File: src/rtl/mips_pkg.sv
// Shared definitions for the MIPS control path: opcodes, ALUOp encodings
// and the bundle of datapath control strobes.
package mips_pkg;

    localparam int OPCODE_W = 6;
    localparam int ALUOP_W  = 2;

    localparam logic [OPCODE_W-1:0] OP_RTYPE = 6'b000000;
    localparam logic [OPCODE_W-1:0] OP_LW    = 6'b100011;
    localparam logic [OPCODE_W-1:0] OP_SW    = 6'b101011;
    localparam logic [OPCODE_W-1:0] OP_BEQ   = 6'b000100;
    localparam logic [OPCODE_W-1:0] OP_J     = 6'b000010;
    localparam logic [OPCODE_W-1:0] OP_ADDI  = 6'b001000;

    localparam logic [ALUOP_W-1:0] ALUOP_ADD   = 2'b00;
    localparam logic [ALUOP_W-1:0] ALUOP_SUB   = 2'b01;
    localparam logic [ALUOP_W-1:0] ALUOP_FUNCT = 2'b10;

    typedef struct packed {
        logic               regDst;
        logic               jump;
        logic               branch;
        logic               memRead;
        logic               memtoReg;
        logic [ALUOP_W-1:0] aluOp;
        logic               memWrite;
        logic               aluSrc;
        logic               regWrite;
    } ctrl_t;

    // Every strobe inactive and aluOp = add; also the value for unsupported opcodes.
    localparam ctrl_t CTRL_NONE = '0;

endpackage

File: src/rtl/main_control_if.sv
// Opcode in, control strobes out; master drives the opcode, slave is the decoder.
interface main_control_if;
    import mips_pkg::*;

    logic [OPCODE_W-1:0] opcode;
    logic                regDst;
    logic                jump;
    logic                branch;
    logic                memRead;
    logic                memtoReg;
    logic [ALUOP_W-1:0]  aluOp;
    logic                memWrite;
    logic                aluSrc;
    logic                regWrite;
    logic                illegal;

    modport master (
        output opcode,
        input  regDst, jump, branch, memRead, memtoReg, aluOp,
        input  memWrite, aluSrc, regWrite, illegal
    );

    modport slave (
        input  opcode,
        output regDst, jump, branch, memRead, memtoReg, aluOp,
        output memWrite, aluSrc, regWrite, illegal
    );

endinterface

File: src/rtl/control_decode.sv
// Purely combinational opcode-to-strobe mapping; unknown opcodes yield no
// strobes at all plus the illegal flag.
module control_decode
    import mips_pkg::*;
(
    input  logic [OPCODE_W-1:0] opcode,
    output ctrl_t               ctrl,
    output logic                illegal
);

    always_comb begin
        ctrl    = CTRL_NONE;
        illegal = 1'b0;
        case (opcode)
            OP_RTYPE: begin
                ctrl.regDst   = 1'b1;
                ctrl.aluOp    = ALUOP_FUNCT;
                ctrl.regWrite = 1'b1;
            end
            OP_LW: begin
                ctrl.memRead  = 1'b1;
                ctrl.memtoReg = 1'b1;
                ctrl.aluOp    = ALUOP_ADD;
                ctrl.aluSrc   = 1'b1;
                ctrl.regWrite = 1'b1;
            end
            OP_SW: begin
                ctrl.aluOp    = ALUOP_ADD;
                ctrl.memWrite = 1'b1;
                ctrl.aluSrc   = 1'b1;
            end
            OP_BEQ: begin
                ctrl.branch   = 1'b1;
                ctrl.aluOp    = ALUOP_SUB;
            end
            OP_J: begin
                ctrl.jump     = 1'b1;
            end
            OP_ADDI: begin
                ctrl.aluOp    = ALUOP_ADD;
                ctrl.aluSrc   = 1'b1;
                ctrl.regWrite = 1'b1;
            end
            default: begin
                illegal = 1'b1;
            end
        endcase
    end

endmodule

File: src/rtl/main_control.sv
// Main control decoder: decodes the opcode and registers the strobes, giving
// one cycle of latency; reset clears every output immediately.
module main_control
    import mips_pkg::*;
(
    input  logic           clk,
    input  logic           reset,
    main_control_if.slave  bus
);

    ctrl_t next_ctrl;
    ctrl_t ctrl_q;
    logic  next_illegal;
    logic  illegal_q;

    control_decode u_decode (
        .opcode  (bus.opcode),
        .ctrl    (next_ctrl),
        .illegal (next_illegal)
    );

    always_ff @(posedge clk or posedge reset) begin
        if (reset) begin
            ctrl_q    <= CTRL_NONE;
            illegal_q <= 1'b0;
        end else begin
            ctrl_q    <= next_ctrl;
            illegal_q <= next_illegal;
        end
    end

    assign bus.regDst   = ctrl_q.regDst;
    assign bus.jump     = ctrl_q.jump;
    assign bus.branch   = ctrl_q.branch;
    assign bus.memRead  = ctrl_q.memRead;
    assign bus.memtoReg = ctrl_q.memtoReg;
    assign bus.aluOp    = ctrl_q.aluOp;
    assign bus.memWrite = ctrl_q.memWrite;
    assign bus.aluSrc   = ctrl_q.aluSrc;
    assign bus.regWrite = ctrl_q.regWrite;
    assign bus.illegal  = illegal_q;

endmodule

File: src/flat_wrapper.sv
// flat-port wrapper written by rule: the top's interface ports become plain ports
module main_control_flat import mips_pkg::*;
  (clk, reset, bus_opcode, bus_regDst, bus_jump, bus_branch, bus_memRead, bus_memtoReg, bus_aluOp, bus_memWrite, bus_aluSrc, bus_regWrite, bus_illegal);
  main_control_if bus_i ();
  input  logic clk;
  input  logic reset;
  input wire logic [$bits(bus_i.opcode)-1:0] bus_opcode;
  output wire logic [$bits(bus_i.regDst)-1:0] bus_regDst;
  output wire logic [$bits(bus_i.jump)-1:0] bus_jump;
  output wire logic [$bits(bus_i.branch)-1:0] bus_branch;
  output wire logic [$bits(bus_i.memRead)-1:0] bus_memRead;
  output wire logic [$bits(bus_i.memtoReg)-1:0] bus_memtoReg;
  output wire logic [$bits(bus_i.aluOp)-1:0] bus_aluOp;
  output wire logic [$bits(bus_i.memWrite)-1:0] bus_memWrite;
  output wire logic [$bits(bus_i.aluSrc)-1:0] bus_aluSrc;
  output wire logic [$bits(bus_i.regWrite)-1:0] bus_regWrite;
  output wire logic [$bits(bus_i.illegal)-1:0] bus_illegal;
  assign bus_i.opcode = bus_opcode;
  assign bus_regDst = bus_i.regDst;
  assign bus_jump = bus_i.jump;
  assign bus_branch = bus_i.branch;
  assign bus_memRead = bus_i.memRead;
  assign bus_memtoReg = bus_i.memtoReg;
  assign bus_aluOp = bus_i.aluOp;
  assign bus_memWrite = bus_i.memWrite;
  assign bus_aluSrc = bus_i.aluSrc;
  assign bus_regWrite = bus_i.regWrite;
  assign bus_illegal = bus_i.illegal;
  main_control u_core (.clk(clk), .reset(reset), .bus(bus_i));
endmodule
File: config.mk
export PLATFORM = sky130hd
export DESIGN_NAME = main_control_flat
export DESIGN_NICKNAME = d
export VERILOG_FILES = /design/src/rtl/mips_pkg.sv /design/src/rtl/main_control_if.sv /design/src/rtl/control_decode.sv /design/src/rtl/main_control.sv /design/src/flat_wrapper.sv
export SDC_FILE = /design/constraint.sdc
export NUM_CORES = 1
export LEC_CHECK = 0
export ABC_AREA = 1
export CORE_AREA = 2 2 39 41
export CTS_BUF_LIST = sky130_fd_sc_hd__clkbuf_8
export DETAILED_ROUTE_END_ITERATION = 7
export DIE_AREA = 0 0 41 43
export GPL_ROUTABILITY_DRIVEN = 1
export SYNTH_ARGS = -nofsm -noshare
export SYNTH_HDL_FRONTEND = slang
export SYNTH_SLANG_ARGS = --single-unit
File: constraint.sdc
create_clock -name clk -period 0.81 [get_ports clk]
set_input_delay 0.1215 -clock clk [delete_from_list [all_inputs] [get_ports clk]]
set_output_delay 0.1215 -clock clk [all_outputs]
set_load 0.1 [all_outputs]
---- Yosys cells after proc, flatten, opt, wreduce, memory -nomap -nowiden ----
Cells that the tools add are included.
word-level totals
  output and inout port bits .............. 11
  flip-flop bits (word level) ............. 11
  input bits .............................. 8
  word-level logic and storage cells ...... 28
cells by class
  reduce and logical (&&, ||, !) cells .... 4
  muxes and demuxes ....................... 9
  equality and inequality tests ........... 5
operators by type and width
  kind                number
  $eq 6x6->1 const B  2
  $mux 1              7
  $eq 6x2->1 const B  1
  $eq 6x3->1 const B  1
  $eq 6x4->1 const B  1
  $logic_not 6->1     1
  $reduce_or 3->1     2
  $reduce_or 6->1     1
  $pmux 2 s2          1
  $mux 2              1

---- Longest topological paths before layout ----
  depth after elaboration ................. 3
  depth in mapped cells ................... 5
  depth with buffers taken out ............ 5

---- Hierarchy ----
A second synthesis with hierarchy kept.
unflattened totals
  cells, all modules ...................... 41
  area, all modules ....................... 441.7 um^2
modules (own cells, without submodules)
  module          cells each  sequential area each (um^2)  times used  area an instance (um^2)
  main_control    12          275.3                        1           279.0
  control_decode  29          0.0                          1           162.7

---- Least setup slack after synthesis ----
Ideal clock, no wire load.
  path kind ............................... reg2out
  from .................................... reg u_core.ctrl_q, in the netlist u_core.bus.aluOp[1]
  to ...................................... out bus_aluOp[1]
  arrival ................................. 1.324 ns
  path buffers ............................ 1
  cell stages (with the launch flop) ...... 2
  data required time ...................... 0.688 ns
  path slack .............................. -0.635 ns
  path through ............................ dfrtp_1 > buf_4
RTL lines
  element                 RTL line            source
  start, declared         main_control.sv:12  ctrl_t ctrl_q;
  start signal, assigned  main_control.sv:27  ctrl_q <= next_ctrl;
  end, declared           flat_wrapper.sv:13  output wire logic [$bits(bus_i.aluOp)-1:0] bus_aluOp;
No word-level cell between the ends.

---- Worst setup path after layout ----
  from .................................... reg u_core.ctrl_q, in the netlist u_core.bus.aluOp[1]
  to ...................................... out bus_aluOp[1]
No word-level cell between the ends.

==> results by group <==
Cells and area
  • Util after Layout: 54.61%
  • Share of cells above drive strength 1: 60.66%
  • Layout Nets: 70
  • Area grow syn2layout: 92.97%
  • Commonest cells after routing, fill and taps aside: buf_12 (11), nor2_1 (7), dfrtp_2 (7)
  • Final Cell Area: 755.7 um2
  • Ant. Diodes: 0
  • Commonest non-fill, non-tap cell in the layout: buf_12

Routing
  • Drt initial violations: 0
  • 1st-pass router iterations: 1
  • Vias per inst: 4.065
  • DR DRC count: 0
  • Vias: 313
  • Drt wl/cell: 8.909 um
  • Routed Antenna Nets: 0
  • Post-Route WL: 686 um

STA
  • Final Hold Vio Count: 0
  • Sum Neg Setup Slack: -1642 ps
  • Fin crit share: 126.6%
  • Max Slew Vio Count: 0
  • Worst Tran Pin Value: 321.5 ps
  • Worst hold slack: 155.4 ps
  • RSZ-0062 raised after global routing: true
  • Max Fclk: 975.2 MHz
  • Max-slew headroom: 78.54%
  • Endpoints failing setup: 11
  • Minimum clock period: 1025 ps
  • Setup slack after layout: -215.5 ps

Critical path
  • CP Launch Type: flop
  • CP Max Fanout: 2
  • Worst setup EP type: output port
  • Buf/Inv on CP: 1
  • Critical Path RT: 690 ps
  • Critical path arrival: 900 ps
  • Critical Path Stages: 1
  • Delay-heaviest family, CP: flip-flops
  • Critical path, cell by cell: buf_12
  • Critical path's slowest cell: dfrtp_4
  • Critical path type: reg2out
  • Largest stage delay on the critical path: 500 ps

Clock network
  • Maximum root-to-sink buffer count: 2
  • Clock transition at path regs: 40 ps
  • CTS tree: done
  • CTS sink cnt: 9
  • H-tree depth: 1
  • TritonCTS Buffers: 3
  • Root Buffer: clkbuf_8

Power and ir drop
  • Peak supply drop: 0.001054 V
  • Leak pwr: 0.3567 nW
  • PwrDens: 1535 nW/um2

Synth
  • Syn nets: 48
  • Yosys top cell by area: dfrtp_1
  • Multiplexer area fraction after synthesis: 0%
  • Library cells used by synthesis: 12
  • #FFs+latches synth: 9
  • Avg Inst Size Synth: 9.791 um2
  • Share of the yosys chip area belonging to registers: 57.51%
  • Simple-gate share of the synthesized area: 29.71%
  • Main combinational cell family by area after synthesis: simple AND/OR/NAND/NOR gates
  • Cells taking the most area after synthesis: dfrtp_1 (58%), nand3_2 (10%), nor2_1 (7.7%)
  • YS warnings: 0
  • Synth Area in Adders: 0%
  • Post-synth top area share: 57.51%
  • Compound-cell area share of the yosys netlist: 1.278%
  • Mapped cell area: 391.6 um2
  • Fraction of synthesized cell area in xor and xnor cells: 0%
  • Cells after Synth: 40

Placement
  • # port buffers: 18
  • Cell Area, Placed: 710.7 um2
  • GPL Wtd Cong: 0.7307
  • Post-placement setup slack: -345.5 ps

Die
  • Core Region: 1384 um2
  • Rows: 14
  • Initial core utilization: 28.30%
  • Ports: 19
  • Die Y: 43 um
  • Die X: 41 um
  • Full die area: 1763 um2

Global route
  • Initial antenna violation count: 0
  • Vias in the first global route: 289
  • First-pass GRT wire length: 1179 um
  • Largest net degree at the start of global routing: 10
  • GRT Overall Usage: 10.68%
  • Grt total ovfl: 0

Job
  • Max Cap Viol: 0

Outcome
  • Outcome: finished with violations
  • Failing checks: negative setup slack

Worst hold path
  • HP Class: in2async
-- sequential cells by signal (all words and copies together), names as in the netlist --
register             cells
u_core.bus.memRead       1
u_core.bus.jump          1
u_core.bus.branch        1
u_core.bus.aluSrc        1
u_core.bus.regWrite      1
u_core.bus.memWrite      1
u_core.bus.illegal       1
u_core.bus.aluOp         2
-- routing by layer --
layer  routed length, um  vias to the layer above  GRT usage (%)
met3                  43                        4          1.571
met5                   0                        -              0
met2                 368                       16          16.88
li1                    -                      159              -
met4                  41                        0          12.00
met1                 233                      134          10.07
-- synth_stat cells (all sizes together) --
cell,number
nand2,4
o21ai,1
nor2,11
inv,8
dfrtp,9
nand3,5
buf,2
-- cells by family (layout without fill, tap and decap cells) --
| family | after synthesis | count (layout) |
|---|---|---|
| AO/OA/AOI/OAI | 1 | 1 |
| buffers and inverters | 10 | 31 |
| flip-flops | 9 | 9 |
| AND/OR/NAND/NOR | 20 | 20 |
-- where the power goes --
part	switching (W)	internal, W
combinational	0.000123	0.0000705
sequential	0.00000703	0.000461
clock	0.000170	0.000329
-- per-stage QoR --
step | cells | total power (W)
after floorplan | 40 | 0.0005819
after global placement | 73 | 0.0006735
after detailed placement | 73 | 0.0006760
after CTS | 77 | 0.001168
after global routing | 77 | 0.001205
final | 77 | 0.001160
-- final timing paths --
path                                     start             endpoint  slack, ps
max                        u_core.bus.aluOp[1]         bus_aluOp[1]       -220
min                                      reset  u_core.bus.aluOp[1]        160
max in group asynchronous                reset   u_core.bus.memRead        390
min in group clk                 bus_opcode[2]  u_core.bus.regWrite        310
-- what timing repair did --
| item | CTS | global route |
|---|---|---|
| hold buffers | 0 | 0 |
| resized for setup | 9 | 0 |
| pin swaps | 3 | 0 |
| setup endpoints to repair | 18 | 11 |
| hold endpoints to repair | 0 | 0 |
| cloned | 0 | 0 |
| buffers inserted | 0 | 0 |
-- cell type report --
class                   instances  area, um2
fillers                       117      628.1
repair buffers                 19      290.3
flip-flops and latches          9      241.5
multi-input cells              21      128.9
clock buffers                   3      41.29
inverters                       8      30.03
well taps                      16      20.02
clock inverters                 1      3.754
No activity file was read; power rests on OpenSTA's default activity.
